[src/rtl/serial_add_ctrl.sv]
// Bit-serial adder sequencer: one full-adder cell processes one operand bit per
// clock, LSB first, with a start/busy/done handshake and registered results.
module serial_add_ctrl #(
  parameter int WIDTH = 8,
  parameter int CNT_W = 6
) (
  input  logic             clk,
  input  logic             rst_n,
  input  logic             start,
  input  logic [WIDTH-1:0] op_a,
  input  logic [WIDTH-1:0] op_b,
  input  logic             cin,
  output logic             busy,
  output logic             done,
  output logic [WIDTH-1:0] sum,
  output logic             cout
);

  typedef enum logic [1:0] {IDLE, RUN, DONE} state_t;

  localparam logic [CNT_W-1:0] LAST_BIT = CNT_W'(WIDTH - 1);

  state_t           state_q, state_d;
  logic [WIDTH-1:0] sa_q, sa_d;
  logic [WIDTH-1:0] sb_q, sb_d;
  logic [WIDTH-1:0] sr_q, sr_d;
  logic [WIDTH-1:0] sum_q, sum_d;
  logic             carry_q, carry_d;
  logic             cout_q, cout_d;
  logic [CNT_W-1:0] cnt_q, cnt_d;
  logic             fa_sum, fa_co;

  // The shared full-adder cell always sees the current LSBs and the carry flop.
  assign fa_sum = sa_q[0] ^ sb_q[0] ^ carry_q;
  assign fa_co  = (sa_q[0] & sb_q[0]) | (carry_q & (sa_q[0] ^ sb_q[0]));

  always_comb begin
    state_d = state_q;
    sa_d    = sa_q;
    sb_d    = sb_q;
    sr_d    = sr_q;
    sum_d   = sum_q;
    carry_d = carry_q;
    cout_d  = cout_q;
    cnt_d   = cnt_q;
    case (state_q)
      IDLE: begin
        if (start) begin
          sa_d    = op_a;
          sb_d    = op_b;
          carry_d = cin;
          cnt_d   = '0;
          state_d = RUN;
        end
      end
      RUN: begin
        sr_d           = sr_q >> 1;
        sr_d[WIDTH-1]  = fa_sum;
        sa_d           = sa_q >> 1;
        sb_d           = sb_q >> 1;
        carry_d        = fa_co;
        cnt_d          = cnt_q + CNT_W'(1);
        // The edge that consumes the last bit also publishes the result.
        if (cnt_q == LAST_BIT) begin
          sum_d   = sr_d;
          cout_d  = fa_co;
          state_d = DONE;
        end
      end
      DONE: state_d = IDLE;
      default: state_d = IDLE;
    endcase
  end

  always_ff @(posedge clk or negedge rst_n) begin
    if (!rst_n) begin
      state_q <= IDLE;
      sa_q    <= '0;
      sb_q    <= '0;
      sr_q    <= '0;
      sum_q   <= '0;
      carry_q <= 1'b0;
      cout_q  <= 1'b0;
      cnt_q   <= '0;
    end else begin
      state_q <= state_d;
      sa_q    <= sa_d;
      sb_q    <= sb_d;
      sr_q    <= sr_d;
      sum_q   <= sum_d;
      carry_q <= carry_d;
      cout_q  <= cout_d;
      cnt_q   <= cnt_d;
    end
  end

  assign busy = (state_q != IDLE);
  assign done = (state_q == DONE);
  assign sum  = sum_q;
  assign cout = cout_q;

endmodule
[config.mk]
export PLATFORM = sky130hd
export DESIGN_NAME = serial_add_ctrl
export DESIGN_NICKNAME = d
export VERILOG_FILES = /design/src/rtl/serial_add_ctrl.sv
export SDC_FILE = /design/constraint.sdc
export NUM_CORES = 1
export LEC_CHECK = 0
export BUFFER_PORTS_ARGS = -buffer_cell sky130_fd_sc_hd__buf_2
export CORE_AREA = 2 2 61 63
export CTS_CLUSTER_SIZE = 8
export DETAILED_ROUTE_END_ITERATION = 6
export DIE_AREA = 0 0 63 65
export PLACE_DENSITY = 0.75
export SLEW_MARGIN = 20
export SYNTH_ARGS = -nofsm -noshare
export SYNTH_HDL_FRONTEND = slang
export SYNTH_SLANG_ARGS = --single-unit
[constraint.sdc]
create_clock -name clk -period 2.05 [get_ports clk]
set_input_delay 0 -clock clk [delete_from_list [all_inputs] [get_ports clk]]
set_output_delay 0 -clock clk [all_outputs]
set_load 0.01 [all_outputs]
==> qor.txt <==
Area Growth Syn to Fin: 22.8%
Max frequency: 0.555 GHz
Vias in the first global route: 1289
GP Congestion: 0.754
Most used DFF post-synth: dfrtp_1
CTS tree: yes
CTS buffer count: 5
Root Driver: clkbuf_4
Worst-path clk slew: 120 ps
Cells after Synth: 154
Setup Total Neg Slack: 0 ps
Synth top cells by count: 41 x dfrtp_1, 24 x nand2_1, 19 x o21ai_0
Core Rows: 22
Grt ovf: 0
Avg Inst Size Synth: 11.6 um2
Total power: 0.00269 W
Delay-heaviest family, CP: simple AND/OR/NAND/NOR gates
Die area: 4100 um2
Register cell area after layout: 1030 um2
Worst Setup Path Type: flip-flop to flip-flop
Synthesized area: 1790 um2
Period utilization: 87.9%
Filler cells: 289
Startpoint types: flip-flop
Die H: 65 um
CTS sink cnt: 41
Number of DRC markers in iteration 0: 32
Core ar.: 3500 um2
Antenna violations before repair: 0
Post-CTS Setup Inserts: 0
Longest Clk Path Bufs: 2
Rel. slew slack: 39.8%
Synth Register Bits: 41
Largest net degree at the start of global routing: 42
Synth top area share: 57.4%
Nets: 223
Drt pass-1 iters: 4
Syn_nets: 176
H-tree depth: 2
# port buffers: 30
CP max-delay cell: dfrtp_1
Cell taking the most area after synthesis: dfrtp_1
Final Max Tran Viols: 0
Crit path time final: 1800 ps
Min-delay worst type: input pin to flip-flop
Ranking of synthesized cells by area: dfrtp_1 57%, mux2_2 11%, a22oi_1 5.5%
Wire length per cell: 14.4 um
CP Cell Sequence: or3_4 -> nor3_4 -> mux2_2
Post-synth EDFFs: 0
Max-cap viol count: 0
Worst VDD drop: 0.589 mV
Most common cell in the netlist: dfrtp_1
Worst skew pair latency: 360 ps
Die width: 63 um
Via count: 1323
Worst Skew: 17.8 ps
Crit path DAT: 2040 ps
CP peak stage delay: 460 ps
Power Density: 1220 nW/um2
I/O Pins: 31
Vias per cell: 5.31
Post-synth ARST share: 100%
Multi-input gate area: 712 um2
Final Instance Area: 2190 um2
DRT antenna net count: 0
DP HPWL: 2320 um
Layout cells sized above 1: 30.8%
Setup crit end kind: flip-flop
Synth Warn #: 0
Outcome: completed
Synth cell types: 27
Endpoints failing setup: 0
Placement Cell Area: 1980 um2
Fin. Hold Viols: 0
N_diodes: 0
Pleak: 1.02 nW
Seq/Total Area, Yosys: 57.4%
Initial core utilization: 51.1%
CP Data Required Time: 2290 ps
Buf+Inv Stages, Crit Path: 0
Wire length of the first global-routing pass: 6160 um
GRT Total Usage: 19.8%
Final WL: 3600 um
Post-route DRC: 0
RSZ-0062 raised after global routing: false
Crit-path max FO: 10
Slew @ Worst Pin: 901 ps
-- cell type report --
type	instances	area share, %
tap	48	2.74
timing repair buffer	49	15.2
inverter	2	0.342
multi-input combinational	102	32.5
clock buffer	7	2.51
sequential	41	46.8
-- metal layers --
layer / GRT usage, % / vias to the layer above / share of wire [%]
met5: 0 / - / 0
met3: 5.21 / 6 / 3.3
met1: 24.4 / 649 / 44
met4: 7.50 / 0 / 1.6
met2: 33.4 / 27 / 51
li1: - / 641 / -
-- final timing paths --
kind / startpoint / end / slack, ps / depth (start not counted)
setup / recovery: cnt_q[3]$_DFFE_PN0P_ / sum[1]$_DFFE_PN0P_ / 250 / 3
hold / removal: op_b[7] / sb_q[7]$_DFFE_PN0P_ / 50 / 4
setup reg to reg: cnt_q[3]$_DFFE_PN0P_ / sum[1]$_DFFE_PN0P_ / 250 / 3
hold reg to reg: sb_q[3]$_DFFE_PN0P_ / sb_q[3]$_DFFE_PN0P_ / 510 / 2
max in group asynchronous: rst_n / sum[6]$_DFFE_PN0P_ / 1180 / 2
min in group asynchronous: rst_n / sb_q[6]$_DFFE_PN0P_ / 300 / 2
-- layout by cell type (no fill, tap or decap) --
cell type	instances
a21oi_1	3
a22o_1	2
a22o_2	1
a22oi_1	13
a2bb2oi_1	1
and3b_1	2
buf_2	30
buf_4	3
clkbuf_1	1
clkbuf_4	5
clkbuf_8	1
dfrtp_1	41
dlygate4sd3_1	16
fa_1	1
ha_1	1
inv_1	2
mux2_2	18
mux2i_1	1
nand2_1	24
nand2b_1	1
nand2b_4	1
nand3_1	3
nor2_1	3
nor2b_1	2
nor3_4	1
o211ai_1	1
o21ai_0	19
o21bai_1	1
or2_2	1
or3_4	1
or4_1	1
-- power by group --
group	switching, W	internal [W]	total, W
Clock	0.000248	0.000162	0.000410
Combinational	0.000443	0.000494	0.000937
Sequential	0.000227	0.00111	0.00134
Total	0.000918	0.00177	0.00269
-- cells by family (layout without fill, tap and decap cells) --
logic type               Yosys count  in the layout  synth area share [%]
buffers and inverters             11             58                  2.73
flip-flops                        41             41                  57.4
multiplexers                      19             19                  11.9
adder cells (fa/ha/maj)            2              2                  1.82
AND/OR/NAND/NOR                   40             40                  11.6
AO/OA/AOI/OAI                     41             41                  14.5
-- what timing repair did --
| item | in CTS | in global routing |
|---|---|---|
| hold buffers | 16 | 0 |
| gates resized for setup | 0 | 0 |
| hold endpoints to repair | 55 | 0 |
-- metrics by stage --
stage               std cells  hold WS, ps  utilization, %  worst slack (ps)
floorplan                 154         -296               -               450
global placement          226          150            56.6               336
detailed placement        226          169            56.6               265
CTS                       249         41.8            62.7               227
global route              249         62.9            62.7               115
finish                    249         46.2            62.7               248
-- worst reg2reg max path: cells and delay by family, from the launching register on --
family | cells | cell delay, ps
AND/OR/NAND/NOR | 2 | 820
flip-flops | 1 | 460
multiplexers | 1 | 400
-- state kept, by name, indices dropped and copies added (netlist names) --
name	count
cnt_q	6
state_q	2
carry_q	1
sum	8
sa_q	8
sr_q	7
sb_q	8
cout	1
(Power assumes the default switching activity.)
